==> src/rtl/muldiv_sequencer_if.sv <==
// Bundle of the request, unit and result signals of the mult/div sequencer.
// Handshake: the control unit holds mult_req/div_req as a level. The request
// is taken only while busy is low. Exactly one of done/div_zero/timeout pulses
// for one cycle to end the operation, unless abort ended it first. A unit sees
// one *_start pulse and answers with *_ready. Its hi/lo outputs only have to be
// valid in the cycle where *_ready is high.
interface muldiv_sequencer_if;
    logic        mult_req;
    logic        div_req;
    logic        abort;
    logic [31:0] op_a;
    logic [31:0] op_b;
    logic [31:0] unit_a;
    logic [31:0] unit_b;
    logic        mult_start;
    logic        div_start;
    logic        mult_ready;
    logic        div_ready;
    logic [31:0] mult_hi;
    logic [31:0] mult_lo;
    logic [31:0] div_hi;
    logic [31:0] div_lo;
    logic        hi_wr;
    logic        lo_wr;
    logic [31:0] hi_data;
    logic [31:0] lo_data;
    logic        busy;
    logic        done;
    logic        div_zero;
    logic        timeout;
    logic [2:0]  dbg_state;

    // Control unit plus the two arithmetic units.
    modport master (
        output mult_req, div_req, abort, op_a, op_b,
        output mult_ready, div_ready, mult_hi, mult_lo, div_hi, div_lo,
        input  unit_a, unit_b, mult_start, div_start,
        input  hi_wr, lo_wr, hi_data, lo_data,
        input  busy, done, div_zero, timeout, dbg_state
    );

    // The sequencer itself.
    modport slave (
        input  mult_req, div_req, abort, op_a, op_b,
        input  mult_ready, div_ready, mult_hi, mult_lo, div_hi, div_lo,
        output unit_a, unit_b, mult_start, div_start,
        output hi_wr, lo_wr, hi_data, lo_data,
        output busy, done, div_zero, timeout, dbg_state
    );
endinterface

==> src/rtl/muldiv_sequencer.sv <==
// Runs one multiply or divide on behalf of the control unit. It latches the
// operands, pulses the chosen unit's start and waits a bounded time for ready.
// It then writes HI/LO and reports done, divide-by-zero or timeout.
module muldiv_sequencer #(
    parameter int TIMEOUT_CYCLES = 40,
    parameter int CNT_W          = 6
) (
    input  logic               clk,
    input  logic               reset,
    muldiv_sequencer_if.slave  bus
);

    typedef enum logic [2:0] {
        S_IDLE   = 3'd0,
        S_LAUNCH = 3'd1,
        S_WAIT   = 3'd2,
        S_WRITE  = 3'd3,
        S_DONE   = 3'd4,
        S_ZERO   = 3'd5,
        S_FAULT  = 3'd6
    } state_t;

    localparam logic [CNT_W-1:0] LP_CNT_LAST = CNT_W'(TIMEOUT_CYCLES - 1);

    state_t           r_state;
    state_t           w_next;
    logic [CNT_W-1:0] r_cnt;
    logic [31:0]      r_a;
    logic [31:0]      r_b;
    logic             r_is_div;
    logic [31:0]      r_hi;
    logic [31:0]      r_lo;

    logic             w_accept;
    logic             w_sel_div;
    logic             w_capture;
    logic             w_ready;

    // Only the selected unit's ready matters; the other one is ignored.
    assign w_ready = r_is_div ? bus.div_ready : bus.mult_ready;

    // Next-state decode. Abort overrides everything outside IDLE. In IDLE it
    // blocks acceptance of a coincident request.
    always_comb begin
        w_next    = r_state;
        w_accept  = 1'b0;
        w_sel_div = 1'b0;
        w_capture = 1'b0;
        case (r_state)
            S_IDLE: begin
                if (!bus.abort) begin
                    if (bus.mult_req) begin
                        w_accept  = 1'b1;
                        w_sel_div = 1'b0;
                        w_next    = S_LAUNCH;
                    end else if (bus.div_req) begin
                        w_accept  = 1'b1;
                        w_sel_div = 1'b1;
                        w_next    = (bus.op_b == 32'd0) ? S_ZERO : S_LAUNCH;
                    end
                end
            end
            S_LAUNCH: w_next = S_WAIT;
            S_WAIT: begin
                // A ready seen in the first WAIT cycle may be left over from
                // the previous operation, so it is not trusted.
                if (w_ready && (r_cnt != '0)) begin
                    w_capture = 1'b1;
                    w_next    = S_WRITE;
                end else if (r_cnt == LP_CNT_LAST) begin
                    w_next = S_FAULT;
                end
            end
            S_WRITE: w_next = S_DONE;
            S_DONE:  w_next = S_IDLE;
            S_ZERO:  w_next = S_IDLE;
            S_FAULT: w_next = S_IDLE;
            default: w_next = S_IDLE;
        endcase
        if (bus.abort && (r_state != S_IDLE)) begin
            w_next    = S_IDLE;
            w_capture = 1'b0;
        end
    end

    // State register.
    always_ff @(posedge clk or posedge reset) begin
        if (reset) begin
            r_state <= S_IDLE;
        end else begin
            r_state <= w_next;
        end
    end

    // WAIT cycle counter: cleared in LAUNCH, counts every WAIT cycle.
    always_ff @(posedge clk or posedge reset) begin
        if (reset) begin
            r_cnt <= '0;
        end else if (r_state == S_LAUNCH) begin
            r_cnt <= '0;
        end else if (r_state == S_WAIT) begin
            r_cnt <= r_cnt + 1'b1;
        end
    end

    // Operand and op-select latches. They hold from one acceptance to the next.
    always_ff @(posedge clk or posedge reset) begin
        if (reset) begin
            r_a      <= '0;
            r_b      <= '0;
            r_is_div <= 1'b0;
        end else if (w_accept) begin
            r_a      <= bus.op_a;
            r_b      <= bus.op_b;
            r_is_div <= w_sel_div;
        end
    end

    // Result registers: loaded from the selected unit when its ready is trusted.
    always_ff @(posedge clk or posedge reset) begin
        if (reset) begin
            r_hi <= '0;
            r_lo <= '0;
        end else if (w_capture) begin
            r_hi <= r_is_div ? bus.div_hi : bus.mult_hi;
            r_lo <= r_is_div ? bus.div_lo : bus.mult_lo;
        end
    end

    // Outputs decode from state and registers. Only the HI/LO write strobes
    // look at abort, so an aborted WRITE never commits.
    assign bus.unit_a     = r_a;
    assign bus.unit_b     = r_b;
    assign bus.mult_start = (r_state == S_LAUNCH) && !r_is_div;
    assign bus.div_start  = (r_state == S_LAUNCH) && r_is_div;
    assign bus.hi_wr      = (r_state == S_WRITE) && !bus.abort;
    assign bus.lo_wr      = (r_state == S_WRITE) && !bus.abort;
    assign bus.hi_data    = r_hi;
    assign bus.lo_data    = r_lo;
    assign bus.busy       = (r_state != S_IDLE);
    assign bus.done       = (r_state == S_DONE);
    assign bus.div_zero   = (r_state == S_ZERO);
    assign bus.timeout    = (r_state == S_FAULT);
    assign bus.dbg_state  = r_state;

endmodule

==> src/flat_wrapper.sv <==
// flat-port wrapper written by rule: the top's interface ports become plain ports
module muldiv_sequencer_flat 
#(
    parameter int TIMEOUT_CYCLES = 40,
    parameter int CNT_W          = 6
)
  (clk, reset, bus_mult_req, bus_div_req, bus_abort, bus_op_a, bus_op_b, bus_mult_ready, bus_div_ready, bus_mult_hi, bus_mult_lo, bus_div_hi, bus_div_lo, bus_unit_a, bus_unit_b, bus_mult_start, bus_div_start, bus_hi_wr, bus_lo_wr, bus_hi_data, bus_lo_data, bus_busy, bus_done, bus_div_zero, bus_timeout, bus_dbg_state);
  muldiv_sequencer_if bus_i ();
  input  logic clk;
  input  logic reset;
  input wire logic [$bits(bus_i.mult_req)-1:0] bus_mult_req;
  input wire logic [$bits(bus_i.div_req)-1:0] bus_div_req;
  input wire logic [$bits(bus_i.abort)-1:0] bus_abort;
  input wire logic [$bits(bus_i.op_a)-1:0] bus_op_a;
  input wire logic [$bits(bus_i.op_b)-1:0] bus_op_b;
  input wire logic [$bits(bus_i.mult_ready)-1:0] bus_mult_ready;
  input wire logic [$bits(bus_i.div_ready)-1:0] bus_div_ready;
  input wire logic [$bits(bus_i.mult_hi)-1:0] bus_mult_hi;
  input wire logic [$bits(bus_i.mult_lo)-1:0] bus_mult_lo;
  input wire logic [$bits(bus_i.div_hi)-1:0] bus_div_hi;
  input wire logic [$bits(bus_i.div_lo)-1:0] bus_div_lo;
  output wire logic [$bits(bus_i.unit_a)-1:0] bus_unit_a;
  output wire logic [$bits(bus_i.unit_b)-1:0] bus_unit_b;
  output wire logic [$bits(bus_i.mult_start)-1:0] bus_mult_start;
  output wire logic [$bits(bus_i.div_start)-1:0] bus_div_start;
  output wire logic [$bits(bus_i.hi_wr)-1:0] bus_hi_wr;
  output wire logic [$bits(bus_i.lo_wr)-1:0] bus_lo_wr;
  output wire logic [$bits(bus_i.hi_data)-1:0] bus_hi_data;
  output wire logic [$bits(bus_i.lo_data)-1:0] bus_lo_data;
  output wire logic [$bits(bus_i.busy)-1:0] bus_busy;
  output wire logic [$bits(bus_i.done)-1:0] bus_done;
  output wire logic [$bits(bus_i.div_zero)-1:0] bus_div_zero;
  output wire logic [$bits(bus_i.timeout)-1:0] bus_timeout;
  output wire logic [$bits(bus_i.dbg_state)-1:0] bus_dbg_state;
  assign bus_i.mult_req = bus_mult_req;
  assign bus_i.div_req = bus_div_req;
  assign bus_i.abort = bus_abort;
  assign bus_i.op_a = bus_op_a;
  assign bus_i.op_b = bus_op_b;
  assign bus_i.mult_ready = bus_mult_ready;
  assign bus_i.div_ready = bus_div_ready;
  assign bus_i.mult_hi = bus_mult_hi;
  assign bus_i.mult_lo = bus_mult_lo;
  assign bus_i.div_hi = bus_div_hi;
  assign bus_i.div_lo = bus_div_lo;
  assign bus_unit_a = bus_i.unit_a;
  assign bus_unit_b = bus_i.unit_b;
  assign bus_mult_start = bus_i.mult_start;
  assign bus_div_start = bus_i.div_start;
  assign bus_hi_wr = bus_i.hi_wr;
  assign bus_lo_wr = bus_i.lo_wr;
  assign bus_hi_data = bus_i.hi_data;
  assign bus_lo_data = bus_i.lo_data;
  assign bus_busy = bus_i.busy;
  assign bus_done = bus_i.done;
  assign bus_div_zero = bus_i.div_zero;
  assign bus_timeout = bus_i.timeout;
  assign bus_dbg_state = bus_i.dbg_state;
  muldiv_sequencer #(.TIMEOUT_CYCLES(TIMEOUT_CYCLES), .CNT_W(CNT_W)) u_core (.clk(clk), .reset(reset), .bus(bus_i));
endmodule
==> config.mk <==
export PLATFORM = sky130hd
export DESIGN_NAME = muldiv_sequencer_flat
export DESIGN_NICKNAME = d
export VERILOG_FILES = /design/src/rtl/muldiv_sequencer_if.sv /design/src/rtl/muldiv_sequencer.sv /design/src/flat_wrapper.sv
export SDC_FILE = /design/constraint.sdc
export NUM_CORES = 1
export LEC_CHECK = 0
export CORE_MARGIN = 10
export CORE_UTILIZATION = 39
export CTS_CLUSTER_DIAMETER = 80
export DETAILED_ROUTE_END_ITERATION = 10
export MAX_ROUTING_LAYER = met4
export PLACE_DENSITY = 0.83
export SETUP_SLACK_MARGIN = 0.5
export SYNTH_ARGS = -nofsm -noshare
export SYNTH_HDL_FRONTEND = slang
export SYNTH_SLANG_ARGS = --single-unit
==> constraint.sdc <==
create_clock -name clk -period 4.9 [get_ports clk]
set_input_delay 0.735 -clock clk [delete_from_list [all_inputs] [get_ports clk]]
set_output_delay 0.735 -clock clk [all_outputs]
set_load 0.02 [all_outputs]
### After elaboration in Yosys (flattened, before gate mapping)

Index checks and enable logic that the tools add are counted.

| storage, ports and cells | value |
|---|---|
| bits in read-only memories | 0 |
| flip-flop bits (word level) | 138 |
| bits in writable memories | 0 |
| output and inout port bits | 139 |
| word-level logic and storage cells | 54 |
| latch bits | 0 |
| memories kept | 0 |

| operators by class | value |
|---|---|
| $mul | 0 |
| mux-type cells | 23 |
| reduce and logical (&&, ||, !) cells | 13 |
| bitwise operators | 0 |
| magnitude comparators | 0 |
| div/mod/pow operators | 0 |
| shift-type cells | 0 |
| equality and inequality tests | 10 |
| add/sub/neg operators | 1 |

Operators with widths:

| cell | count |
|---|---|
| $mux 32 | 2 |
| $logic_not 32->1 | 1 |
| $mux 3 | 7 |
| $mux 6 | 2 |
| $pmux 3 s4 | 1 |
| $mux 1 | 11 |
| $eq 3x3->1 const B | 3 |
| $add 6x1->6 const B | 1 |
| $eq 3x2->1 const B | 2 |
| $eq 6x6->1 const B | 1 |
| $reduce_bool 6->1 | 1 |
| $logic_and 1x1->1 | 5 |
| $ne 4x1->1 const B | 1 |
| $ne 4x3->1 const B | 1 |
| $eq 3x1->1 const B | 1 |
| $logic_not 3->1 | 1 |
| $ne 3x2->1 const B | 1 |
| $reduce_and 3->1 | 1 |
| $reduce_bool 3->1 | 1 |
| $logic_not 1->1 | 2 |
| $reduce_bool 2->1 | 1 |

### Longest topological paths before layout

| logic depth | value |
|---|---|
| depth in word-level cells | 7 |
| gate-level depth with buffers | 8 |
| mapped depth without buffers | 6 |

### Least setup slack after synthesis

OpenSTA, ideal clock, no wires.

| timing path | value |
|---|---|
| path type | register to output |
| start point | register u_core.r_state[0], in the netlist u_core.bus.dbg_state[0] |
| end point | output bus_div_start |
| setup slack | 2.758 ns |
| required time | 4.165 ns |
| data arrival time | 1.407 ns |
| buffers on the path | 1 |
| stages on the path, launching flop included | 4 |
| cells stage by stage | dfrtp_1 buf_2 or3b_1 nor2_1 |

| between the ends | value |
|---|---|
| longest elaborated chain between the ends | 2 |

Ends and longest elaborated chain:

| element | RTL line | text |
|---|---|---|
| from (decl) | muldiv_sequencer.sv:25 | `state_t r_state;` |
| from (signal assigned) | muldiv_sequencer.sv:91 | `r_state <= w_next;` |
| $eq 3x1->1 | muldiv_sequencer.sv:135 | `assign bus.div_start = (r_state == S_LAUNCH) && r_is_div;` |
| $logic_and 1x1->1 | muldiv_sequencer.sv:135 |  |
| to (decl) | flat_wrapper.sv:25 | `output wire logic [$bits(bus_i.div_start)-1:0] bus_div_start;` |

No other way between the ends.

### Final worst setup path

| timing path | value |
|---|---|
| start point | register u_core.r_is_div |
| end point | output bus_mult_start |

| between the ends | value |
|---|---|
| longest elaborated chain between the ends | 2 |

Ends and longest elaborated chain:

| element | RTL line | text |
|---|---|---|
| from (decl) | muldiv_sequencer.sv:30 | `logic r_is_div;` |
| from (signal assigned) | muldiv_sequencer.sv:115 | `r_is_div <= w_sel_div;` |
| $logic_not 1->1 | muldiv_sequencer.sv:134 | `assign bus.mult_start = (r_state == S_LAUNCH) && !r_is_div;` |
| $logic_and 1x1->1 | muldiv_sequencer.sv:134 |  |
| to (decl) | flat_wrapper.sv:24 | `output wire logic [$bits(bus_i.mult_start)-1:0] bus_mult_start;` |

No other way between the ends.

==> results.yml <==
synthesis:
  ys_seq_area_frac: 0.576
  synthesis.nets: 692
  syn_inst: 491
  avgSynthCellArea_um2: 12.2
  synthAdderAreaFrac: 0.00418
  synth_warnings: 0
  synth_top_family_by_area: "multiplexers"
  synth.distinct_cells: 37
  synthArstFlopShare: 1.00
  synth_area_um2: 5990
  synth_edf_count: 0
  synthSimpleGateAreaFrac: 0.0762
  ys.flop_type: "dfrtp_1"
  synthMuxAreaShare: 0.229
  synth_compound_area_frac: 0.0783
  synth_xor_area_frac: 0.00292
  ys_ff_latch: 138
drt:
  num_vias: 5023
  first_iter_violations: 195
  route.antenna.remaining_nets: 0
  vias_per_cell: 4.92
  wirelength_um: 20700
  drc: 0
  dr.pass1.iters: 4
  wire_per_inst_um: 20.3
worst_setup_path:
  required_ns: 4.16
  r2r-start: "u_core.bus.dbg_state[1]"
  crit_type: "flop to output port"
  end_kind: "output port"
  ff2ff_path_depth: 4
  worstSetupStartpointType: "flop"
  critPathMaxFanout: 61
  cp.arrival_ns: 2.51
  r2r_slack_ns: 2.06
  rr_endpoint: "u_core.bus.unit_a[9]"
run:
  drv_cap: 0
place:
  gp_congestion: 0.838
  port-buffer-count: 337
  dp_hpwl_um: 16500
cts:
  hold_buffers: 0
  post-cts-setup-buffer-count: 0
  clkTransAtPathRegs_ns: 0.05
  htreeDepth: 4
  cts.sinks: 138
  cts_buffers: 17
  post_cts_resized: 0
  clk_latency_ns: 0.41
  clock_tree.buffer_depth: 2
  cts_tree: "built"
  root_buffer: "clkbuf_16"
sta:
  fin_setup_tns_ns: 0
  worst_clock_skew_ns: 0.00688
  clock.fmax_mhz: 308
  fin_crit_ns: 3.25
  slew_headroom: 0.330
  hold_violations: 0
  final-setup-viol-count: 0
  maxSlewViolCount: 0
  worstMarginPinSlew_ns: 1.00
  fin_crit_sh: 0.662
  grt_setup_unrepaired: "no"
floorplanning:
  row_count: 45
  io_pins: 338
  die_area_um2: 20700
  core_area_um2: 15100
  start_util: 0.396
  die-width_um: 144
  die_y_um: 144
hold_path:
  worst_hold_startpoint: "u_core.bus.unit_a[19]"
  min_path_type: "flop to flop"
  min_to: "u_core.bus.unit_a[19]"
  hold_path_depth: 1
global_routing:
  overflow: 0
  grt_max_degree: 121
  antenna_found_initial: 0
  grtUsageTotal: 0.200
  grt_pass1_wl_um: 31300
  grt_pass1_vias: 5708
finish:
  nNetsFinal: 1021
  area_growth_pct: 68.3
  mostFrequentLayoutCells: "clkdlybuf4s50_1, dfrtp_1, nor2_1"
  diodes: 0
  layout_commonest_cell: "clkdlybuf4s50_1"
  drive_gt1_frac: 0.128
power_and_ir_drop:
  p_leak_uw: 0.00422
  powerDensity_nw_per_um2: 644
  vdd_drop_max_mv: 0.363
  p_total_uw: 6500
run_status:
  status: "complete, no violations"
==> final cells by class <==
| type | count | area, µm² |
|---|---|---|
| well taps | 188 | 235 |
| fillers | 1118 | 5060 |
| flip-flops and latches | 138 | 3460 |
| inverters | 5 | 22.5 |
| clock inverters | 11 | 120 |
| multi-input cells | 316 | 2340 |
| clock buffers | 21 | 470 |
| repair buffers | 342 | 3440 |
==> stage by stage <==
step | worst slack (ns) | utilization | hold WS, ns | instance area [µm²] | std cells
after global placement | 1.55 | 0.627 | 0.490 | 9490 | 989
after global routing | 1.54 | 0.666 | 0.522 | 10100 | 1021
after detailed placement | 1.42 | 0.627 | 0.495 | 9490 | 989
after floorplan | 2.44 | - | 0.471 | 6000 | 491
final | 1.65 | 0.666 | 0.503 | 10100 | 1021
after CTS | 1.64 | 0.666 | 0.508 | 10100 | 1021
==> worst max-delay path: stages (launching register included) <==
cell and delay [ns]:
dfrtp_4 0.53, buf_4 0.76, nor2_1 0.11, clkdlybuf4s50_1 0.60
==> report_power, final <==
part / internal [µW] / switching, µW / total, µW / leakage [µW]
combinational: 1630 / 1580 / 3210 / 0.00227
sequential: 1690 / 341 / 2030 / 0.00167
clock: 787 / 470 / 1260 / 0.000285
==> flip-flops by register name (all words and copies together), names as in the netlist <==
register / cells
u_core.bus.hi_data: 32
u_core.r_cnt: 6
u_core.bus.unit_b: 32
u_core.bus.lo_data: 32
u_core.bus.unit_a: 32
u_core.r_is_div: 1
u_core.bus.dbg_state: 3
==> cell families after synthesis <==
logic type	after synthesis
buffers and inverters	37
AND/OR/NAND/NOR	102
AO/OA/AOI/OAI	81
XOR/XNOR	2
multiplexers	129
flip-flops	138
adder cells (fa/ha/maj)	2
==> Yosys cell counts (3+ instances only) <==
cell type  instances  share of area
dfrtp_1          138           0.58
nor2_1            70          0.044
a21oi_1           66          0.055
mux2i_1           65           0.11
mux2_2            64           0.12
buf_2             15          0.013
buf_4             11          0.014
nor4_1             8         0.0084
clkbuf_1           6         0.0038
inv_1              5         0.0031
nand2_1            5         0.0031
nand3_1            3         0.0025
nor3_1             3         0.0025
nor3b_1            3         0.0038
o21ai_0            3         0.0025
==> metal layers <==
| layer | vias to the layer above | wire, µm | global-route usage |
|---|---|---|---|
| li1 | 2397 | - | - |
| met1 | 2372 | 7530 | 0.207 |
| met2 | 228 | 10600 | 0.337 |
| met3 | 26 | 2220 | 0.0825 |
| met4 | 0 | 340 | 0.0682 |
| met5 | - | 0 | - |
==> worst max path at each step <==
stage | start | endpoint | slack, ns | depth (start not counted)
after floorplan | reset | u_core.bus.dbg_state[0] | 2.44 | 1
after global placement | bus_abort | u_core.bus.unit_b[11] | 1.55 | 5
after detailed placement | bus_abort | u_core.bus.unit_a[9] | 1.42 | 5
after CTS | u_core.r_is_div | bus_mult_start | 1.64 | 3
after global routing | u_core.r_is_div | bus_mult_start | 1.54 | 3
final | u_core.r_is_div | bus_mult_start | 1.65 | 3
Power figures use the tool's default switching activity.
